==> config.mk <==
export PLATFORM = sky130hd
export DESIGN_NAME = lc3_bus_monitor
export DESIGN_NICKNAME = d
export VERILOG_FILES = /design/src/rtl/lc3_mon_pkg.sv /design/src/rtl/lc3_mon_satcnt.sv /design/src/rtl/lc3_bus_monitor.sv
export SDC_FILE = /design/constraint.sdc
export NUM_CORES = 1
export LEC_CHECK = 0
export ABC_CLOCK_PERIOD_IN_PS = 2950
export BUFFER_PORTS_ARGS = -buffer_cell sky130_fd_sc_hd__buf_2
export CAP_MARGIN = 5
export CELL_PAD_IN_SITES_DETAIL_PLACEMENT = 1
export CELL_PAD_IN_SITES_GLOBAL_PLACEMENT = 1
export CORE_UTILIZATION = 37
export DETAILED_ROUTE_END_ITERATION = 8
export PLACE_DENSITY = 0.85
export SYNTH_ARGS = -nofsm -noshare
export SYNTH_HDL_FRONTEND = slang
export SYNTH_SLANG_ARGS = --single-unit
==> constraint.sdc <==
create_clock -name clk -period 2.95 [get_ports clk]
set_input_delay 0.4425 -clock clk [delete_from_list [all_inputs] [get_ports clk]]
set_output_delay 0.4425 -clock clk [all_outputs]
set_load 0.05 [all_outputs]
==> src/rtl/lc3_mon_pkg.sv <==
// Shared definitions for the LC-3 bus monitor: opcodes, check IDs and
// opcode classification helpers.
package lc3_mon_pkg;

    typedef enum logic [3:0] {
        OP_BR   = 4'h0,
        OP_ADD  = 4'h1,
        OP_LD   = 4'h2,
        OP_ST   = 4'h3,
        OP_JSR  = 4'h4,
        OP_AND  = 4'h5,
        OP_LDR  = 4'h6,
        OP_STR  = 4'h7,
        OP_RTI  = 4'h8,
        OP_NOT  = 4'h9,
        OP_LDI  = 4'hA,
        OP_STI  = 4'hB,
        OP_JMP  = 4'hC,
        OP_RES  = 4'hD,
        OP_LEA  = 4'hE,
        OP_TRAP = 4'hF
    } opcode_type;

    localparam int NUM_CHECKS         = 6;

    localparam int CHK_RESET_VAL      = 0;
    localparam int CHK_FLAGS_MULTI    = 1;
    localparam int CHK_FLAGS_UNEXP    = 2;
    localparam int CHK_WE_NONSTORE    = 3;
    localparam int CHK_WE_LONG        = 4;
    localparam int CHK_BUS_CONTENTION = 5;

    // Instructions that legitimately update the condition codes.
    function automatic logic is_flag_setter(input logic [3:0] op);
        return (op == OP_ADD) || (op == OP_AND) || (op == OP_NOT) ||
               (op == OP_LD)  || (op == OP_LDR) || (op == OP_LDI);
    endfunction

    // Instructions that legitimately assert the memory write enable.
    function automatic logic is_store(input logic [3:0] op);
        return (op == OP_ST) || (op == OP_STR) || (op == OP_STI);
    endfunction

endpackage

==> src/rtl/lc3_mon_satcnt.sv <==
// Saturating event counter with synchronous clear; one per monitor check.
module lc3_mon_satcnt #(
    parameter int W = 8
) (
    input  logic         clk,
    input  logic         reset,
    input  logic         clr,
    input  logic         inc,
    output logic [W-1:0] cnt
);

    // Count events, stick at all-ones, and let clear take priority.
    always_ff @(posedge clk or posedge reset) begin
        if (reset) begin
            cnt <= '0;
        end else if (clr) begin
            cnt <= '0;
        end else if (inc && (cnt != {W{1'b1}})) begin
            cnt <= cnt + W'(1);
        end
    end

endmodule

==> src/rtl/lc3_bus_monitor.sv <==
// Run-time protocol monitor for the LC-3 datapath. Observes control and
// status nets, records sticky errors, per-check counts and the first
// error, and pulses an interrupt when any check fires.
module lc3_bus_monitor
    import lc3_mon_pkg::*;
#(
    parameter int N_DRIVERS     = 4,
    parameter int MAX_WE_CYCLES = 1,
    parameter int CNT_W         = 8
) (
    input  logic                        clk,
    input  logic                        reset,
    input  logic                        check_en,
    input  logic [NUM_CHECKS-1:0]       err_mask,
    input  logic                        clear,
    input  logic                        n_flag,
    input  logic                        z_flag,
    input  logic                        p_flag,
    input  logic                        memwe,
    input  logic [N_DRIVERS-1:0]        bus_en,
    input  logic [3:0]                  opcode,
    input  logic [15:0]                 pc,
    input  logic [15:0]                 ir,
    input  logic [15:0]                 mdr,
    input  logic [15:0]                 mar,
    output logic [NUM_CHECKS-1:0]       err_sticky,
    output logic [NUM_CHECKS*CNT_W-1:0] err_count,
    output logic                        first_err_valid,
    output logic [2:0]                  first_err_id,
    output logic [15:0]                 first_err_pc,
    output logic                        err_irq
);

    localparam logic [3:0] WE_LIMIT = 4'(MAX_WE_CYCLES);

    logic                  post_rst;
    logic [3:0]            opcode_q;
    logic [2:0]            flags_q;
    logic [3:0]            we_run;
    logic [2:0]            flags;
    logic [N_DRIVERS-1:0]  bus_low_cleared;
    logic [NUM_CHECKS-1:0] raw;
    logic [NUM_CHECKS-1:0] fire;
    logic [2:0]            first_id_next;

    assign flags           = {n_flag, z_flag, p_flag};
    assign bus_low_cleared = bus_en & (bus_en - N_DRIVERS'(1));
    assign fire            = raw & {NUM_CHECKS{check_en}} & ~err_mask;

    // Evaluate every protocol check from the current sample and history.
    always_comb begin
        raw = '0;
        raw[CHK_RESET_VAL]      = post_rst &
                                  ((|pc) | (|ir) | (|mdr) | (|mar) | (|flags));
        raw[CHK_FLAGS_MULTI]    = (n_flag & z_flag) | (n_flag & p_flag) |
                                  (z_flag & p_flag);
        raw[CHK_FLAGS_UNEXP]    = ~post_rst & ~is_flag_setter(opcode_q) &
                                  (flags != flags_q);
        raw[CHK_WE_NONSTORE]    = memwe & ~is_store(opcode);
        raw[CHK_WE_LONG]        = memwe & (we_run >= WE_LIMIT);
        raw[CHK_BUS_CONTENTION] = |bus_low_cleared;
    end

    // Pick the lowest-numbered check that fired this cycle.
    always_comb begin
        first_id_next = '0;
        for (int k = NUM_CHECKS - 1; k >= 0; k--) begin
            if (fire[k]) begin
                first_id_next = 3'(k);
            end
        end
    end

    // History registers: previous opcode/flags, memwe run length, and the
    // one-shot marker for the first edge after reset.
    always_ff @(posedge clk or posedge reset) begin
        if (reset) begin
            post_rst <= 1'b1;
            opcode_q <= '0;
            flags_q  <= '0;
            we_run   <= '0;
        end else begin
            post_rst <= 1'b0;
            opcode_q <= opcode;
            flags_q  <= flags;
            if (!memwe) begin
                we_run <= '0;
            end else if (we_run != 4'hF) begin
                we_run <= we_run + 4'd1;
            end
        end
    end

    // Sticky bits, first-error capture and interrupt pulse; clear discards
    // anything that fires in the same cycle.
    always_ff @(posedge clk or posedge reset) begin
        if (reset) begin
            err_sticky      <= '0;
            first_err_valid <= 1'b0;
            first_err_id    <= '0;
            first_err_pc    <= '0;
            err_irq         <= 1'b0;
        end else if (clear) begin
            err_sticky      <= '0;
            first_err_valid <= 1'b0;
            first_err_id    <= '0;
            first_err_pc    <= '0;
            err_irq         <= 1'b0;
        end else begin
            err_sticky <= err_sticky | fire;
            err_irq    <= |fire;
            if (!first_err_valid && (|fire)) begin
                first_err_valid <= 1'b1;
                first_err_id    <= first_id_next;
                first_err_pc    <= pc;
            end
        end
    end

    genvar k;
    generate
        for (k = 0; k < NUM_CHECKS; k++) begin : g_cnt
            lc3_mon_satcnt #(
                .W (CNT_W)
            ) u_cnt (
                .clk   (clk),
                .reset (reset),
                .clr   (clear),
                .inc   (fire[k]),
                .cnt   (err_count[k*CNT_W +: CNT_W])
            );
        end
    endgenerate

endmodule

==> results of run 1 <==
==> layer usage <==
metal	part of all wire, %	GRT usage, %	vias to the layer above
met5	0	0	-
met4	3.1	11.0	0
met3	4.4	3.77	29
met2	51	38.7	102
met1	42	26.7	1950
li1	-	-	1878
==> power groups by stage <==
stage / clock network, mW / registers, mW / logic (mW)
5_1_grt: 1.16 / 1.28 / 0.500
3_3_place_gp: 0 / 1.29 / 0.454
3_5_place_dp: 0 / 1.30 / 0.469
6_report: 1.08 / 1.28 / 0.464
2_1_floorplan: 0 / 1.42 / 0.178
4_1_cts: 1.12 / 1.28 / 0.470
==> worst reg2reg max path: cells and delay by family (launching register included) <==
kind                     cells  cell delay (ps)
adder cells (fa/ha/maj)      1              280
AND/OR/NAND/NOR              3              810
AO/OA/AOI/OAI                2              710
flip-flops                   1              440
==> synth_stat cells, types with 2 or more instances <==
master	number
sky130_fd_sc_hd__o21ai_0	9
sky130_fd_sc_hd__o211a_1	2
sky130_fd_sc_hd__a211oi_2	2
sky130_fd_sc_hd__or2_2	2
sky130_fd_sc_hd__nand3_1	16
sky130_fd_sc_hd__and3_1	8
sky130_fd_sc_hd__clkbuf_1	10
sky130_fd_sc_hd__inv_1	12
sky130_fd_sc_hd__ha_1	9
sky130_fd_sc_hd__nor3_1	10
sky130_fd_sc_hd__xnor2_1	12
sky130_fd_sc_hd__xor2_1	24
sky130_fd_sc_hd__nand4_1	21
sky130_fd_sc_hd__nor4_1	16
sky130_fd_sc_hd__nor2b_1	5
sky130_fd_sc_hd__mux2_2	3
sky130_fd_sc_hd__or3_1	7
sky130_fd_sc_hd__mux2i_1	22
sky130_fd_sc_hd__a311oi_2	2
sky130_fd_sc_hd__nand2_1	53
sky130_fd_sc_hd__and4_1	2
sky130_fd_sc_hd__nor2_1	59
sky130_fd_sc_hd__and2_1	2
sky130_fd_sc_hd__a21oi_1	14
sky130_fd_sc_hd__dfrtp_1	86
sky130_fd_sc_hd__a31oi_1	2
==> sequential cells by signal (all words and copies together) (netlist names) <==
name,cells
g_cnt.u_cnt.cnt,48
first_err_pc,16
err_sticky,6
opcode_q,4
we_run,4
first_err_id,3
flags_q,3
err_irq,1
first_err_valid,1
post_rst,1
==> worst paths after layout <==
path                                  startpoint               endpoint  slack [ps]  cells after the start
setup / recovery           g_cnt[4].u_cnt.cnt[0]  g_cnt[4].u_cnt.cnt[7]         640                      6
min in group clk                       opcode[2]            opcode_q[2]         240                      1
hold / removal                             reset  g_cnt[2].u_cnt.cnt[2]         110                      2
max in group asynchronous                  reset               post_rst        2130                      3
hold reg to reg                    err_sticky[1]          err_sticky[1]         500                      2
setup reg to reg           g_cnt[4].u_cnt.cnt[0]  g_cnt[4].u_cnt.cnt[7]         640                      6
==> cells by family (layout without fill, tap and decap cells) <==
kind of cell,count (synthesis),count (layout),share of synthesized area [%]
other,1,1,0.0850
adders and majority gates,10,10,2.78
xor gates and xnor gates,36,36,7.15
AOI/OAI and AO/OA,44,44,7.74
DFF,87,87,49.4
and+or+nand+nor,211,211,24.4
muxes,25,25,5.76
buffers and inverters,25,194,2.67
==> metrics by stage <==
stage / hold slack (ps) / utilization (%)
finish: 112 / 49.0
floorplan: 474 / -
global placement: 474 / 46.6
CTS: 122 / 49.0
global route: 150 / 49.0
detailed placement: 486 / 46.6
==> final cells by class <==
type | count | area, um2 | share of cell area [%]
clock buffers | 15 | 278 | 4.92
inverters | 13 | 50.0 | 0.886
multi-input cells | 327 | 2120 | 37.5
flip-flops and latches | 87 | 2180 | 38.6
well taps | 143 | 179 | 3.17
repair buffers | 166 | 846 | 15.0
==> summary by stage, run 1 <==
Synthesis
The number of synthesized flops with an enable pin is 0. The number of register bits inferred by synthesis is between 80 and 90. The share of the yosys chip area belonging to registers is about 50%. The synthesized design devotes to its leading area cell type 48.8% of total area.

The cell area that synthesis handed to floorplanning was ~4400 um2. The synthesized design spends more area on one cell type than any other, namely sky130_fd_sc_hd__dfrtp_1. The commonest register cell after synthesis is sky130_fd_sc_hd__dfrtp_1. The share of synthesized flip-flops with an asynchronous set or reset is 100%.

By area the synthesized netlist is led by sky130_fd_sc_hd__dfrtp_1, sky130_fd_sc_hd__nor2_1, sky130_fd_sc_hd__mux2i_1. The Yosys warning count is 0. After synthesis, the mean cell area works out to between 10 and 15 um2. When the netlist entered floorplanning its net count stood at 534. Synthesis instantiated 55 different standard cells from the library. After technology mapping, the gate count stands at 439.

Clock network
Buffers added to address setup during post-CTS repair amount to 0. Post-CTS repair changed the size of 0 cells. After clock tree synthesis, the clock-pin slew on the worst setup and hold paths is 60 ps. The number of sinks on the clock net is 87. The clock tree synthesis step divided the H-tree into 3 levels.

The clock passes through at most 2 buffers. The total clock buffers created by CTS is 9. The clock latency of the later-clocked register in the worst-skew pair is 330 ps. The root buffer cell chosen for the clock tree is sky130_fd_sc_hd__clkbuf_16. Hold repair after CTS inserted 0 buffers. The TritonCTS clock tree is built.

Power and ir drop
Summed over all nets, the switching power comes to 801 uW. The maximum resistive drop on vdd is 0.000222 V. Summed over all cells, the static leakage comes to approximately 2.8 nW. Of the total power, the share spent switching nets is 28.4%. For this design the ratio of total power to cell area is 500 nW/um2. The design draws 2.82 mW.

In this run, flip-flops and latches consume 45.2% of the power. The clock power share is 38.4%. The combinational group share of total power is 16.4%. The internal portion of the total power is 2.02 mW.

Timing
The post-layout minimum cycle time is 2310 ps. The hold violation total from the final report is 0. Measured against its own limit, the worst slew margin works out to 51.0%. Setup repair after global routing left no endpoint under its margin. At the pin with the least slew margin, the transition time is ~740 ps. Based on the critical path, the design can be clocked at up to 432 MHz. The sum of negative setup slack is 0 ps. Across all setup checks in the final design, the least slack found is 636 ps.

Setup violations remaining at the end of the flow were counted as 0. The final worst clock skew is 3.85 ps. The post-route fraction of the period consumed by the critical path is about 78%. The number of pins exceeding their max-slew limit in the final report is 0.

Detailed routing
The average via count per standard cell is between 5 and 6. The number of DRC markers in iteration 0 is 167. The final routed wirelength across all metal layers is 13,000 um.

The detail route stage leaves a number of antenna-violating nets equal to 0. For this run, design rule violations remaining after detail routing come to 19. After detailed routing, the average wire length per cell comes to about 17 um. The detailed-routing iteration count for the pre-antenna-repair pass is 6. The overall via count from detail_route is 3,959.

Place
The number of cells in the design after placement is 736. The sum of net half-perimeters after detailed placement is approximately 10,000 um. In this run the cell area measured after placement is 5370 um2. At the end of routability-driven placement, the weighted congestion stood at approximately 0.90. Timing analysis after detailed placement gives a worst setup slack of 522 ps.

The total of buffers placed on input and output ports is 160.

Cells and area
The layout has 1,328 filler cells. The finished layout holds 751 standard cells, fillers aside. The area growth from synthesis to final layout is 28.0%. With fillers left out, the area of the finished cells amounts to 5650 um2. The most common cell after layout, fill and taps aside is sky130_fd_sc_hd__buf_2.

Leaving out fill and tap cells, the most frequent cells in the layout are sky130_fd_sc_hd__buf_2, sky130_fd_sc_hd__dfrtp_1, sky130_fd_sc_hd__nor2_1. The final layout contains around 700 nets. The number of antenna diodes in the final layout is 0.

Cells with a size suffix above 1 make up 33.4% of the layout.

Floorplanning
The die covers 12,400 um2. Measured along the x axis, the die boundary spans around 110 um. The count of pins on the block boundary is between 150 and 200.

The starting density of the core is between 30% and 40%. The initialized floorplan defines 39 standard-cell rows. The vertical die dimension is between 100 and 150 um. The core region is 11,500 um2.

Critical path
Of all nets on the critical path, the largest fanout is 6. Traced cell by cell, the critical path runs through ha_1 > and3_1 > a2111oi_4 > nand4_2 > or3_1 > a21oi_1. The worst setup path is of the register to register kind. The kind of cell with the highest combined delay along the critical path is simple AND/OR/NAND/NOR gates. Among all stages on the critical path, the largest delay is contributed by sky130_fd_sc_hd__a2111oi_4. Data on the critical path is required at its endpoint by ~3200 ps. STA classifies the critical path startpoint as a register. Data on the critical path arrives at its endpoint at 2570 ps. The combined buffer and inverter count along the critical path is 0. The kind of end point of the critical path is a register. In this design, the stage delay of the slowest critical-path cell is 560 ps.

Global routing
The initial antenna violation count is 0. The number of global-route vias before repair is 4,223. Entering global routing, the biggest net connects 42 pins. The first global-routing pass estimated around 22,000 um of wire.

The global-route usage over all layers is between 20% and 30%. The total overflow reported by the global router is 0.

Job
Across the run, the number of max-cap violations was 0.

Run status
The final reports fail on DRC. The flow ran to the end, but the final reports show violations.

Worst hold path
In this run the worst hold path is classified as primary input to asynchronous set/reset pin.
Power figures use the tool's default switching activity.
==> inputs of run 2 (changes only) <==
ABC_AREA = 1   (was unset)
ABC_CLOCK_PERIOD_IN_PS = 1900   (was 2950)
CORE_UTILIZATION = 32   (was 37)
PLACE_DENSITY = 0.81   (was 0.85)
clock period = 1.9 ns   (was 2.95 ns; I/O delays follow)
==> run 2 against run 1 <==
  * The flow now finishes without violations
  * Power rose by 58%
  * Clock skew rose by 3.4 ps
  * Global-route usage fell by 1.5 points
  * First-iteration DRC count rose by 11%
  * Fmax rose by 31%
  * Combinational power rose by 68%
  * Critical path depth rose by 5
  * Worst setup slack got worse by 510 ps
  * Register-to-register slack got worse by 510 ps
  * Worst hold slack got worse by 52 ps
  * Largest cell class unchanged
  * Highest routed layer unchanged
==> summary by stage, run 2 <==
Global routing
The global-route usage over all layers is 20.8% (was 22.3%). The maximum number of pins on one net before global-route repair is 59 (was 42). The number of global-route vias before repair was 4,953 (was 4,223). The total overflow reported by the global router is 0 (unchanged).

The initial antenna violation count is 0 (unchanged). The global-route wire length before repair is 23,900 um (was 21,600 um).

Floorplanning
The vertical die dimension is 121 um (was 111 um). The starting density of the core came to 32.6% (was 38.3%). The width of the die was 121 um (was 111 um).

The standard-cell row count was 43 (was 39). The count of pins on the block boundary is 161 (unchanged). The core area was 13,800 um2 (was 11,500 um2). The floorplan die area is 14,600 um2 (was 12,400 um2).

Synthesis
The number of distinct standard cells referenced by the synthesized netlist is 36 (was 55). The simple-gate area share of the yosys netlist is 30.0% (was 24.4%). The XOR/XNOR share of the synthesized area was 2.52% (was 7.15%). The net count after synthesis is 667 (was 534).

The post-synthesis share of cell area spent on full adders, half adders and majority gates is 2.50% (was 2.78%). Top cells by area, synth: sky130_fd_sc_hd__dfrtp_1, sky130_fd_sc_hd__nand2_1, sky130_fd_sc_hd__nor2_1 (was sky130_fd_sc_hd__dfrtp_1, sky130_fd_sc_hd__nor2_1, sky130_fd_sc_hd__mux2i_1). The dominant cell type by area after synthesis is sky130_fd_sc_hd__dfrtp_1 (unchanged). The main combinational cell family by area after synthesis is simple AND/OR/NAND/NOR gates (unchanged).

The number of synthesized flops with an enable pin is 0 (unchanged). The Yosys warning count was 0 (unchanged). The mean instance size in the synthesized netlist is 7.89 um2 (was 10.0 um2). The post-synthesis instance area is 4510 um2 (was 4410 um2).

The count of mapped cells out of synthesis came to 572 (was 439). The share of synthesized flip-flops with an asynchronous set or reset is 100% (unchanged). The commonest register cell after synthesis is sky130_fd_sc_hd__dfrtp_1 (unchanged). The cell with the most instances after synthesis was sky130_fd_sc_hd__nand2_1 (was sky130_fd_sc_hd__dfrtp_1).

The portion of netlist area occupied by mux cells is 0% (was 5.76%). Most frequent cells after synthesis: sky130_fd_sc_hd__nand2_1, sky130_fd_sc_hd__nor2_1, sky130_fd_sc_hd__dfrtp_1 (was sky130_fd_sc_hd__dfrtp_1, sky130_fd_sc_hd__nor2_1, sky130_fd_sc_hd__nand2_1). The area share of the leading cell type in the synthesized netlist was 47.7% (was 48.8%). The number of register bits inferred by synthesis is 87 (unchanged).

The area fraction in compound gates after synthesis is 9.32% (was 7.74%). The share of the yosys chip area belonging to registers is 48.3% (was 49.4%).

Clock network
The master cell of the clock root buffer is sky130_fd_sc_hd__clkbuf_16 (unchanged). The clock latency of the later-clocked register in the worst-skew pair is 340 ps (was 330 ps). The CTS clock-pin slew for the worst setup and hold paths was 60 ps (about the same). The TritonCTS clock tree was built (unchanged). The total clock buffers created by CTS is 9 (unchanged). The worst-case clock buffer depth came to 2 (unchanged).

The maximum level of the CTS H-tree is 3 (unchanged). The number of sinks on the clock net was 87 (unchanged).

Cells and area
The most common cell after layout, fill and taps aside is sky130_fd_sc_hd__buf_2 (unchanged). The number of flip-flops under the largest register name is 48 (unchanged). The net total in the final layout is 847 (was 699). The register with the most flip-flops is g_cnt.u_cnt.cnt (unchanged).

The core occupancy in the finished layout is 43.5% (was 49.0%). The flip-flop and latch area was 2190 um2 (was 2180 um2). Most used cells in the layout excluding fill and tap cells: sky130_fd_sc_hd__buf_2, sky130_fd_sc_hd__nand2_1, sky130_fd_sc_hd__nor2_1 (was sky130_fd_sc_hd__buf_2, sky130_fd_sc_hd__dfrtp_1, sky130_fd_sc_hd__nor2_1). Largest registers in the final layout: g_cnt.u_cnt.cnt: 48 flops, first_err_pc: 16 flops, err_sticky: 6 flops (unchanged). The number of antenna diodes is 0 (unchanged).

The number of inserted filler cells in the final layout is 1,739 (was 1,328). The area growth from synthesis to final layout is 33.4% (was 28.0%). The area occupied by multi-input gates was 2050 um2 (was 2120 um2).

The fraction of layout cells with a size suffix above 1 is 30.4% (was 33.4%).

Detailed routing
The overall via count from detail_route is 4,635 (was 3,959). The top layer reached by signal wires is met4 (unchanged). The post-detailed-route wirelength per cell is 15.4 um (was 17.4 um). The count of nets left with antenna violations after detail routing is 0 (unchanged). The number of DRC markers in iteration 0 is 186 (was 167). The post-detailed-route DRC marker count is 0 (was 19).

The total met3 wirelength after detailed routing is 525 um (was 570 um). The met2 routed wirelength is 7620 um (was 6600 um). The average via count per standard cell is 4.95 (was 5.27). The routed metal-1 wirelength came to 5950 um (was 5460 um). The final routed wirelength across all metal layers is 14,400 um (was 13,000 um). The detailed-routing iteration count for the pre-antenna-repair pass is 4 (was 6).

Power and ir drop
The leakage power figure was 3.08 nW (was 2.83 nW). The areal power density over the cells is 743 nW/um2 (was 500 nW/um2). The maximum resistive drop on vdd came to 0.000365 V (was 0.000222 V).

Critical path
The worst setup path category is register to register (unchanged). The worst endpoint required time is 2130 ps (was 3200 ps). The critical-path maximum fanout is 6 (unchanged). The kind of end point of the critical path is a register (unchanged). The arrival time of data at the critical path endpoint is 2000 ps (was 2570 ps). The startpoint type of the worst setup path is a register (unchanged).

Place
The weighted congestion reported at the end of routability-driven placement came to 0.880 (was 0.900). The sum of net half-perimeters after detailed placement was 11,100 um (was 10,200 um). The total of buffers placed on input and output ports is 160 (unchanged).

Timing
The sum of negative setup slack was 0 ps (unchanged). The number of pins exceeding their max-slew limit in the final report is 0 (unchanged). The post-route fraction of the period consumed by the critical path is 93.3% (was 78.5%). The final worst clock skew is 7.25 ps (was 3.85 ps). RSZ-0062 raised after global routing: true (was false).

The post-layout minimum cycle time is 1770 ps (was 2310 ps). The hold violation total from the final report was 0 (unchanged). The total setup violations reported at the end of the flow is 0 (unchanged).

The peak clock frequency supported by timing is 564 MHz (was 432 MHz).

Worst hold path
The classification of the worst-slack hold path is primary input to register (was primary input to asynchronous set/reset pin).

Run status
Outcome: finished clean (was complete, but fails checks).

Job
The max capacitance violation total is 0 (unchanged).
run 2: cell count changes in the layout (fill, tap and decap cells not counted), moves of 9 or more:
| cell | change |
|---|---|
| sky130_fd_sc_hd__inv_1 | +52 |
| sky130_fd_sc_hd__nand2_1 | +52 |
| sky130_fd_sc_hd__a21oi_1 | +12 |
| sky130_fd_sc_hd__nor4_1 | -14 |
| sky130_fd_sc_hd__xor2_1 | -14 |
| sky130_fd_sc_hd__buf_4 | +15 |
| sky130_fd_sc_hd__nand3_1 | +40 |
| sky130_fd_sc_hd__o21ai_0 | +25 |
| sky130_fd_sc_hd__nor2_1 | +28 |
| sky130_fd_sc_hd__xnor2_1 | -9 |
| sky130_fd_sc_hd__mux2i_1 | -22 |
run 2: metal layers:
metal  vias to the layer above  global-route usage (%)
li1                       2230                       -
met1                      2287                    24.1
met2                        91                    37.6
met3                        27                    3.82
met4                         0                    8.41
met5                         -                       0
run 2: worst max-delay path, stage by stage (launching register included):
cell and delay [ps]:
sky130_fd_sc_hd__dfrtp_2 420, sky130_fd_sc_hd__ha_1 230, sky130_fd_sc_hd__nand3_1 90, sky130_fd_sc_hd__nor2_1 60, sky130_fd_sc_hd__inv_1 80, sky130_fd_sc_hd__nor2_2 60
sky130_fd_sc_hd__a21oi_4 180, sky130_fd_sc_hd__nand3_1 140, sky130_fd_sc_hd__nor2_2 140, sky130_fd_sc_hd__nand3_1 100, sky130_fd_sc_hd__nor2_1 110, sky130_fd_sc_hd__nor2_1 60
run 2: logic make-up after synthesis:
family | after synthesis
fa+ha+maj | 9
buf+inv | 83
flops | 87
simple gates | 304
other cells | 1
compound gates | 75
xor+xnor | 13
run 2: through the flow:
step                area, um2  total power [mW]  hold WS [ps]  worst slack, ps  cells
floorplan                4520              2.48           316             90.1    572
global placement         5640              2.74           301             33.2    916
detailed placement       5640              2.77           311            -43.3    916
CTS                      5950              4.50          49.8             11.3    934
global route             6020              4.66          53.3            -27.0    936
finish                   6020              4.47          60.2              128    936
run 2: worst paths after layout:
| kind | startpoint | to | slack, ps | cells after the start |
|---|---|---|---|---|
| worst min-delay path | opcode[3] | opcode_q[3] | 60 | 1 |
| max in group asynchronous | reset | g_cnt[1].u_cnt.cnt[0] | 820 | 4 |
| worst min register to register | err_sticky[1] | err_sticky[1] | 500 | 2 |
| worst max-delay path | g_cnt[4].u_cnt.cnt[0] | g_cnt[4].u_cnt.cnt[7] | 130 | 11 |
| worst max register to register | g_cnt[4].u_cnt.cnt[0] | g_cnt[4].u_cnt.cnt[7] | 130 | 11 |
| min in group asynchronous | reset | err_irq | 490 | 3 |
run 2: power breakdown:
group          switching [mW]  internal (mW)  total, mW
Sequential             0.0505           1.93       1.98
Clock                   0.733          0.982       1.71
Combinational           0.542          0.237      0.779
run 2: final cells by class:
cell class              count  share of cell area [%]
clock inverters             3                   0.291
flip-flops and latches     87                    36.3
inverters                  67                    4.24
multi-input cells         402                    34.0
clock buffers              12                    4.43
well taps                 180                    3.74
repair buffers            185                    16.9
run 2: timing repair:
action,CTS,global route
pin swaps,0,1
endpoints found under the hold margin,13,0
endpoints found under the setup margin,1,36
hold buffers,1,0
setup buffers,2,2
resized for setup,0,16
==> inputs of run 3 (changes only) <==
CORE_ASPECT_RATIO = 1.25   (was unset)
SETUP_SLACK_MARGIN = 0.2   (was unset)
==> run 3 against run 2 <==
  * Fmax decreased by 3.7%
  * Die area is essentially flat
  * Critical path type unchanged
  * Clock-buffer cell count stayed put
  * Cell area increased by 7.6%
  * Critical endpoint is now first_err_pc[14]
==> summary by stage, run 3 (synthesis results as in run 2) <==
Cells and area
The post-layout instance area is 6480 um2 (was 6020 um2). The number of flip-flops under the largest register name is 48 (unchanged). The number of antenna diodes is 0 (unchanged). The most common cell after layout, fill and taps aside is sky130_fd_sc_hd__buf_2 (unchanged). Largest registers in the final layout: g_cnt.u_cnt.cnt: 48 flops, first_err_pc: 16 flops, err_sticky: 6 flops (unchanged). The fraction of layout cells with a size suffix above 1 came to 38.1% (was 30.4%). Most used cells in the layout excluding fill and tap cells: sky130_fd_sc_hd__buf_2, sky130_fd_sc_hd__nand2_1, sky130_fd_sc_hd__nor2_1 (unchanged).

The register with the most flip-flops was g_cnt.u_cnt.cnt (unchanged). The core occupancy in the finished layout is 46.9% (was 43.5%). The net total in the final layout came to 867 (was 847). The area growth from synthesis to final layout is 43.6% (was 33.4%).

Floorplanning
The starting density of the core came to 32.7% (was 32.6%). The floorplan die area is 14,600 um2 (about the same). The core area is 13,800 um2 (about the same). The width of the die is 108 um (was 121 um).

The count of pins on the block boundary was 161 (unchanged). The standard-cell row count is 48 (was 43). The vertical die dimension is 135 um (was 121 um).

Power and ir drop
The total power consumption of the routed design was 4.63 mW (was 4.47 mW). The clock power share is 37.5% (was 38.4%). The combinational group share of total power is 19.8% (was 17.4%). The areal power density over the cells is 715 nW/um2 (was 743 nW/um2). The fraction of power consumed by sequential logic came to 42.7% (was 44.2%). The maximum resistive drop on vdd is 0.000309 V (was 0.000365 V). The leakage power figure is 3.22 nW (was 3.08 nW). The design internal power was 3.25 mW (was 3.14 mW).

The switching power share of the total is 29.8% (was 29.7%). The switching power is 1.38 mW (was 1.33 mW).

Critical path
The kind of end point of the critical path is a register (unchanged). The arrival time of data at the critical path endpoint is 2070 ps (was 2000 ps). The worst setup path category was register to register (unchanged). The startpoint type of the worst setup path was a register (unchanged). The critical-path maximum fanout was 6 (unchanged). The worst endpoint required time is 2130 ps (about the same).

Global routing
The total overflow reported by the global router is 0 (unchanged). The number of global-route vias before repair is 4,990 (was 4,953). The maximum number of pins on one net before global-route repair came to 65 (was 59). The initial antenna violation count was 0 (unchanged).

The global-route usage over all layers is 21.1% (was 20.8%). The global-route wire length before repair is 23,800 um (was 23,900 um).

Clock network
The number of sinks on the clock net is 87 (unchanged). The master cell of the clock root buffer is sky130_fd_sc_hd__clkbuf_16 (unchanged). The CTS clock-pin slew for the worst setup and hold paths came to 70 ps (was 60 ps).

The worst-case clock buffer depth came to 2 (unchanged). The maximum level of the CTS H-tree is 3 (unchanged). The clock latency of the later-clocked register in the worst-skew pair was 340 ps (about the same). The TritonCTS clock tree was built (unchanged). The total clock buffers created by CTS is 9 (unchanged).

Timing
For the pin with the worst max-slew slack, the measured transition is 791 ps. The post-layout minimum cycle time was 1840 ps (was 1770 ps). The hold violation total from the final report is 0 (unchanged). The total setup violations reported at the end of the flow is 0 (unchanged). The number of pins exceeding their max-slew limit in the final report is 0 (unchanged).

The peak clock frequency supported by timing is 543 MHz (was 564 MHz). The final worst clock skew is 9.18 ps (was 7.25 ps). RSZ-0062 raised after global routing: true (unchanged). The post-route fraction of the period consumed by the critical path came to 96.9% (was 93.3%). In this run the tightest slew margin relative to its limit is 47.2%.

Place
The weighted congestion reported at the end of routability-driven placement came to 0.799 (was 0.880). The placement-stage cell area is 5680 um2 (was 5640 um2). The total of buffers placed on input and output ports is 160 (unchanged). The sum of net half-perimeters after detailed placement is 11,100 um (about the same).

Detailed routing
The overall via count from detail_route came to 4,745 (was 4,635). The detailed-routing iteration count for the pre-antenna-repair pass is 4 (unchanged). The final routed wirelength across all metal layers is 15,100 um (was 14,400 um). The number of DRC markers in iteration 0 is 112 (was 186). The count of nets left with antenna violations after detail routing is 0 (unchanged). The average via count per standard cell came to 4.98 (was 4.95).

The post-detailed-route DRC marker count is 0 (unchanged). The post-detailed-route wirelength per cell is 15.9 um (was 15.4 um).

Worst hold path
The classification of the worst-slack hold path was primary input to register (unchanged).

Job
The max capacitance violation total is 0 (unchanged).

Run status
Outcome: finished clean (unchanged).
run 3: cell types whose count changed in the layout (fill, tap and decap cells not counted), sizes merged:
cell	change
buf	+16
clkbuf	+1
bufinv	+1
nand2	+3
run 3: power groups by stage:
stage          sequential, mW  clock [mW]  combinational [mW]
2_1_floorplan            2.21           0               0.281
3_3_place_gp             2.01           0               0.736
3_5_place_dp             2.01           0               0.763
4_1_cts                  1.98        1.77               0.843
5_1_grt                  1.99        1.86               0.990
6_report                 1.98        1.74               0.917
run 3: critical path: stages (launching register included):
cell	delay, ps
sky130_fd_sc_hd__dfrtp_1	380
sky130_fd_sc_hd__inv_2	50
sky130_fd_sc_hd__ha_2	180
sky130_fd_sc_hd__nor2_2	100
sky130_fd_sc_hd__nand3_2	80
sky130_fd_sc_hd__nand2_2	100
sky130_fd_sc_hd__buf_4	120
sky130_fd_sc_hd__nand2_2	60
sky130_fd_sc_hd__inv_2	80
sky130_fd_sc_hd__nand4_4	130
sky130_fd_sc_hd__buf_12	180
sky130_fd_sc_hd__buf_4	140
sky130_fd_sc_hd__nand4_1	70
sky130_fd_sc_hd__nand2_1	60
run 3: path summary, 6_finish.rpt:
kind | from | end | slack, ps | cells past startpoint
worst max-delay path | we_run[1] | first_err_pc[14] | 60 | 13
worst min-delay path | opcode[3] | opcode_q[3] | 60 | 1
worst max register to register | we_run[1] | first_err_pc[14] | 60 | 13
worst min register to register | first_err_pc[4] | first_err_pc[4] | 500 | 2
max in group asynchronous | reset | g_cnt[0].u_cnt.cnt[1] | 780 | 4
min in group asynchronous | reset | g_cnt[4].u_cnt.cnt[3] | 520 | 3
run 3: metal layers:
| layer | share of wire (%) | global-route usage [%] |
|---|---|---|
| met1 | 38 | 22.9 |
| met2 | 55 | 39.5 |
| met3 | 5.1 | 4.97 |
| met4 | 2.1 | 6.93 |
| met5 | 0 | 0 |
run 3: final cells by class:
cell class / count / area (um2)
Clock buffer: 12 / 236
Timing Repair Buffer: 202 / 1210
Multi-Input combinational cell: 405 / 2310
Inverter: 67 / 260
Tap cell: 175 / 219
Clock inverter: 4 / 47.5
Sequential cell: 87 / 2200
Fill cell: 1722 / 7330
run 3: metrics by stage:
| step | instances | setup WS (ps) | hold WS (ps) | setup TNS, ps |
|---|---|---|---|---|
| after floorplan | 572 | 119 | 316 | 0 |
| after global placement | 904 | 129 | 329 | 0 |
| after detailed placement | 904 | 3.18 | 342 | 0 |
| after CTS | 931 | 132 | 53.6 | 0 |
| after global routing | 952 | -48.1 | 46.1 | -443 |
| final | 952 | 59.4 | 64.7 | 0 |
run 3: timing repair:
action | in CTS | in global routing
hold buffers | 1 | 0
endpoints found under the setup margin | 36 | 58
setup buffers | 7 | 19
cloned | 3 | 2
pin swaps | 7 | 26
gates resized for setup | 24 | 44
endpoints found under the hold margin | 16 | 0
